`src/rtl/clock_ctrl.sv`:
```
// 24-hour clock with RUN/SET_H/SET_M button control and a 6-digit multiplexed BCD scan.
// Optional macro CLOCK_BLINK_EN adds blinking of the field being edited.
module clock_ctrl #(
    parameter int unsigned TICK_DIV = 50000000,
    parameter int unsigned SCAN_DIV = 50000
) (
    input  logic       clock,
    input  logic       reset_n,
    input  logic       btn_mode,
    input  logic       btn_inc,
    output logic [4:0] countH,
    output logic [5:0] countM,
    output logic [5:0] countS,
    output logic [1:0] mode,
    output logic       tick,
    output logic [3:0] digit,
    output logic [5:0] digit_sel
);

    localparam int unsigned TW = (TICK_DIV > 2) ? $clog2(TICK_DIV) : 1;
    localparam int unsigned SW = (SCAN_DIV > 2) ? $clog2(SCAN_DIV) : 1;
    localparam int unsigned IW = 3;

    typedef enum logic [1:0] {
        RUN     = 2'b00,
        SET_H   = 2'b01,
        SET_M   = 2'b10,
        ILLEGAL = 2'b11
    } state_e;

    state_e          state_q,     state_d;
    logic [TW-1:0]   pre_q,       pre_d;
    logic [4:0]      count_h_q,   count_h_d;
    logic [5:0]      count_m_q,   count_m_d;
    logic [5:0]      count_s_q,   count_s_d;
    logic [SW-1:0]   scan_q,      scan_d;
    logic [IW-1:0]   idx_q,       idx_d;
    logic            mode_prev_q, mode_prev_d;
    logic            inc_prev_q,  inc_prev_d;
    logic            mode_edge;
    logic            inc_edge;
    logic [5:0]      sel_raw;

`ifdef CLOCK_BLINK_EN
    logic [TW-1:0]   blink_cnt_q, blink_cnt_d;
    logic            phase_q,     phase_d;
`endif

    // State register; button history loads live levels in reset so a held button gives no edge.
    always_ff @(posedge clock) begin
        if (!reset_n) begin
            state_q     <= RUN;
            pre_q       <= '0;
            count_h_q   <= '0;
            count_m_q   <= '0;
            count_s_q   <= '0;
            scan_q      <= '0;
            idx_q       <= '0;
            mode_prev_q <= btn_mode;
            inc_prev_q  <= btn_inc;
        end else begin
            state_q     <= state_d;
            pre_q       <= pre_d;
            count_h_q   <= count_h_d;
            count_m_q   <= count_m_d;
            count_s_q   <= count_s_d;
            scan_q      <= scan_d;
            idx_q       <= idx_d;
            mode_prev_q <= mode_prev_d;
            inc_prev_q  <= inc_prev_d;
        end
    end

    // Next-state: mode FSM, timekeeping and manual setting.
    always_comb begin
        state_d     = state_q;
        pre_d       = pre_q;
        count_h_d   = count_h_q;
        count_m_d   = count_m_q;
        count_s_d   = count_s_q;
        mode_prev_d = btn_mode;
        inc_prev_d  = btn_inc;
        mode_edge   = btn_mode & ~mode_prev_q;
        inc_edge    = btn_inc & ~inc_prev_q;
        tick        = (state_q == RUN) && (pre_q == TW'(TICK_DIV - 1));

        case (state_q)
            RUN: begin
                pre_d = tick ? '0 : pre_q + TW'(1);
                if (tick) begin
                    if (count_s_q == 6'd59) begin
                        count_s_d = '0;
                        if (count_m_q == 6'd59) begin
                            count_m_d = '0;
                            count_h_d = (count_h_q == 5'd23) ? 5'd0 : count_h_q + 5'd1;
                        end else begin
                            count_m_d = count_m_q + 6'd1;
                        end
                    end else begin
                        count_s_d = count_s_q + 6'd1;
                    end
                end
                // Entering SET drops the seconds; minute/hour carry of a coincident tick is kept.
                if (mode_edge) begin
                    state_d   = SET_H;
                    count_s_d = '0;
                    pre_d     = '0;
                end
            end
            SET_H: begin
                if (mode_edge) begin
                    state_d = SET_M;
                end else if (inc_edge) begin
                    count_h_d = (count_h_q == 5'd23) ? 5'd0 : count_h_q + 5'd1;
                end
            end
            SET_M: begin
                if (mode_edge) begin
                    state_d = RUN;
                    pre_d   = '0;
                end else if (inc_edge) begin
                    count_m_d = (count_m_q == 6'd59) ? 6'd0 : count_m_q + 6'd1;
                end
            end
            default: begin
                state_d = RUN;
                pre_d   = '0;
            end
        endcase
    end

    // Display scan: slot timer and digit index, independent of mode.
    always_comb begin
        scan_d = scan_q + SW'(1);
        idx_d  = idx_q;
        if (scan_q == SW'(SCAN_DIV - 1)) begin
            scan_d = '0;
            idx_d  = (idx_q == IW'(5)) ? '0 : idx_q + IW'(1);
        end
    end

    // Same-cycle BCD digit for the scanned position.
    always_comb begin
        digit = 4'd0;
        case (idx_q)
            3'd0:    digit = 4'(count_s_q % 6'd10);
            3'd1:    digit = 4'(count_s_q / 6'd10);
            3'd2:    digit = 4'(count_m_q % 6'd10);
            3'd3:    digit = 4'(count_m_q / 6'd10);
            3'd4:    digit = 4'(count_h_q % 5'd10);
            3'd5:    digit = 4'(count_h_q / 5'd10);
            default: digit = 4'd0;
        endcase
    end

    assign sel_raw = 6'b000001 << idx_q;

`ifdef CLOCK_BLINK_EN
    // Free-running blink phase, toggling every TICK_DIV cycles.
    always_ff @(posedge clock) begin
        if (!reset_n) begin
            blink_cnt_q <= '0;
            phase_q     <= 1'b0;
        end else begin
            blink_cnt_q <= blink_cnt_d;
            phase_q     <= phase_d;
        end
    end

    always_comb begin
        blink_cnt_d = blink_cnt_q + TW'(1);
        phase_d     = phase_q;
        if (blink_cnt_q == TW'(TICK_DIV - 1)) begin
            blink_cnt_d = '0;
            phase_d     = ~phase_q;
        end
    end

    always_comb begin
        digit_sel = sel_raw;
        if (phase_q && (state_q == SET_H)) begin
            digit_sel = sel_raw & 6'b001111;
        end else if (phase_q && (state_q == SET_M)) begin
            digit_sel = sel_raw & 6'b110011;
        end
    end
`else
    assign digit_sel = sel_raw;
`endif

    assign countH = count_h_q;
    assign countM = count_m_q;
    assign countS = count_s_q;
    assign mode   = state_q;

endmodule

```
`config.mk`:
```
export PLATFORM = sky130hd
export DESIGN_NAME = clock_ctrl
export DESIGN_NICKNAME = d
export VERILOG_FILES = /design/src/rtl/clock_ctrl.sv
export SDC_FILE = /design/constraint.sdc
export NUM_CORES = 1
export LEC_CHECK = 0
export BUFFER_PORTS_ARGS = -buffer_cell sky130_fd_sc_hd__buf_2
export CAP_MARGIN = 20
export CELL_PAD_IN_SITES_DETAIL_PLACEMENT = 2
export CELL_PAD_IN_SITES_GLOBAL_PLACEMENT = 2
export CORE_ASPECT_RATIO = 1.2
export CORE_MARGIN = 4
export CORE_UTILIZATION = 35
export CTS_BUF_LIST = sky130_fd_sc_hd__clkbuf_8 sky130_fd_sc_hd__clkbuf_16
export DETAILED_ROUTE_END_ITERATION = 12
export HOLD_SLACK_MARGIN = 0.06
export PLACE_DENSITY = 0.81
export SLEW_MARGIN = 20
export SYNTH_ARGS = -nofsm -noshare
export SYNTH_HDL_FRONTEND = slang
export SYNTH_SLANG_ARGS = --single-unit
```
`constraint.sdc`:
```
create_clock -name clock -period 4.3 [get_ports clock]
set_clock_uncertainty 0.15 [all_clocks]
set_input_delay 0.86 -clock clock [delete_from_list [all_inputs] [get_ports clock]]
set_output_delay 0.86 -clock clock [all_outputs]
set_load 0.02 [all_outputs]
```
==> flow_summary.toml <==
[logic_synthesis]
ys_seq_elements = 66
netlist_area_mm2 = 0.003875
ys_top_cells_by_area = "dfxtp_1, nor2_1, xor2_1"
ys_seq_area_share_pct = 34.10
yosysWarnings = 0
ys_types = 72
async_reset_ff_share_pct = 0
synthCells = 491
synth_top_area_share_pct = 34.10
ys.flop_type = "dfxtp_1"
synth-edff-count = 0
syn-num-nets = 503
syn_avg_cell_area_um2 = 7.892
synth_top_area_cell = "dfxtp_1"

[floorplanning]
core_area_mm2 = 0.01067
ioPinCount = 34
rows = 41
die_y_um = 123.3
die_w_um = 104.1
die-area_mm2 = 0.01283
start_util_pct = 36.32

[cts]
root_buffer = "clkbuf_16"
cts_buffer_depth = 2
htreeDepth = 3
cts_tree = "done"
clock-sinks = 66
tritoncts.num_buffers = 9
insertion_delay_ps = 330
holdBufCountCts = 0
path_clk_slew_ps = 60

[status]
status = "finished, violations left"
violations = "setup timing"

[setup_path]
crit_arrival_ps = 3370
crit_fanout = 7
path_buf_inv = 3
cpLargestDelayFamily = "compound AO/OA/AOI/OAI gates"
cpMaxStageDelayCell = "dfxtp_4"
start_kind = "flip-flop"
r2r_slack_ps = 1290
cpPeakStageDelay_ps = 370
worst-setup-path-type = "flip-flop to output port"
path_cells = "buf_6, a21o_4, nor2_4, o21a_1, inv_2, ha_4, a31o_4, nand2b_4, a32o_2, ha_4, nand2b_4, or2_4, o22a_1, o311ai_1, buf_2"
crit_path_end_kind = "output port"
crit_required_ps = 3290

[detailed_routing]
wl_per_cell_um = 22.67
vias = 4078
drt_iter0_drc = 113
drt-total-wl_um = 15320
dr.pass1.iters = 4
viasPerCell = 6.033
ant_nets = 0
drcViolationCount = 0

[global_routing]
grt_pass1_vias = 4419
antenna_found_initial = 0
grt_use_total_pct = 23.49
grt_max_degree = 27
grt_pass1_wl_um = 23940
overflow = 0

[placed_design]
io_buffer_count = 33
dp.cells = 647
place_ws_ps = -131.4
gp_congestion = 0.8839
place_hpwl_um = 9492

[timing]
worstMarginPinSlew_ps = 824.5
max_freq_ghz = 0.2281
setup_violations = 1
max_slew_margin_pct = 44.56
min_period_over_period_pct = 101.9
period_needed_ps = 4383
fin_hold_ws_ps = 332.3
drv_slew = 0
setup_slack_ps = -83.50
rsz0062_at_grt = "yes"
finalHoldViolations = 0

[finish]
fin_cells = 676
n_antenna_cell = 0
final_util_pct = 45.46
final_nets = 554
final_cell_mix = "nor2_1, dfxtp_1, nand2_1"
nFillCells = 1163
multi_input_area_mm2 = 0.002552
syn_to_final_growth_pct = 25.19
ff_latch_area_mm2 = 0.001329
drive_above_1_share_pct = 22.12
layout_commonest_cell = "nor2_1"

[pwr]
total_power_uw = 1583
leakagePower_uw = 0.001878
vdd_drop_max_mv = 0.1798
power_density_mw_per_mm2 = 326.4

[min_path]
hold_path_class = "flip-flop to flip-flop"

[run]
max_cap_violations = 0
-- synth_stat cells, types with 2 or more instances --
cell type and count:
nor4bb_1 2, inv_2 2, o311ai_1 2, a21o_1 3, a311oi_1 10, nand2_1 39
a221o_1 3, xor2_1 20, o211ai_1 3, or3_1 6, o21a_1 3, nor2b_1 3
a21oi_1 26, a31o_1 2, nor2_1 76, dfxtp_1 66, a31oi_1 5, and2_1 6
nor3b_1 9, o21ai_1 15, xnor2_1 10, a221oi_1 4, nand4_1 12, a211oi_1 4
or3b_1 2, nor4_1 2, mux2i_1 3, nor3_1 16, and3_1 15, ha_1 8
buf_4 2, a41oi_1 4, inv_1 7, o221ai_1 2, or4b_1 2, clkbuf_1 17
nand3b_1 3, and4_1 5, o21ai_0 5, nand2b_1 5, buf_2 6, nand4b_1 2
nand3_1 24, or2_2 2
-- timing repair --
action,CTS,global route
endpoints found under the setup margin,3,1
resized for setup,27,16
setup buffers,9,4
pin swaps,6,7
-- logic make-up after synthesis --
kind of cell | Yosys count | synth area share [%]
and+or+nand+nor | 239 | 31.81
xor gates and xnor gates | 30 | 6.781
adders and majority gates | 9 | 2.842
DFF | 66 | 34.10
AOI/OAI and AO/OA | 107 | 19.34
muxes | 4 | 1.066
buffers and inverters | 36 | 4.068
-- cell type report --
| cell class | count | share of cell area (%) |
|---|---|---|
| multi-input combinational | 389 | 52.62 |
| sequential | 66 | 27.39 |
| timing repair buffer | 66 | 8.821 |
| clock buffer | 9 | 4.643 |
| tap | 129 | 3.327 |
| clock inverter | 7 | 2.425 |
| inverter | 10 | 0.7738 |
-- final timing paths --
path	startpoint	end	cells after the start
worst max-delay path	idx_q[1]$_SDFFE_PN0P_	digit[2]	15
worst min-delay path	scan_q[0]$_SDFF_PP0_	scan_q[0]$_SDFF_PP0_	1
worst max register to register	pre_q[7]$_SDFFE_PN0P_	pre_q[11]$_SDFFE_PN0P_	7
worst min register to register	scan_q[0]$_SDFF_PP0_	scan_q[0]$_SDFF_PP0_	1
-- routing by layer --
metal | track usage (%) | share of wire, % | vias up
met5 | 0 | 0 | -
met4 | 9.726 | 2.9 | 0
met3 | 3.081 | 2.2 | 27
met2 | 45.20 | 55 | 65
met1 | 26.12 | 40 | 2083
li1 | - | - | 1903
-- state kept, by name, summed over array words and instances (netlist names) --
signal,flops
pre_q,26
scan_q,16
countM,6
countS,6
countH,5
idx_q,3
mode,2
inc_prev_q,1
mode_prev_q,1
-- through the flow --
stage	instance area (um2)	setup TNS, ps
global placement	4232	0
finish	4851	-83.50
global route	4851	-172.7
CTS	4743	0
floorplan	3875	0
detailed placement	4232	-131.4
-- power by group --
part	switching (uW)	internal, uW
Sequential	11.1	618
Clock	297	566
Combinational	64.5	26.1
(Power assumes the default switching activity.)
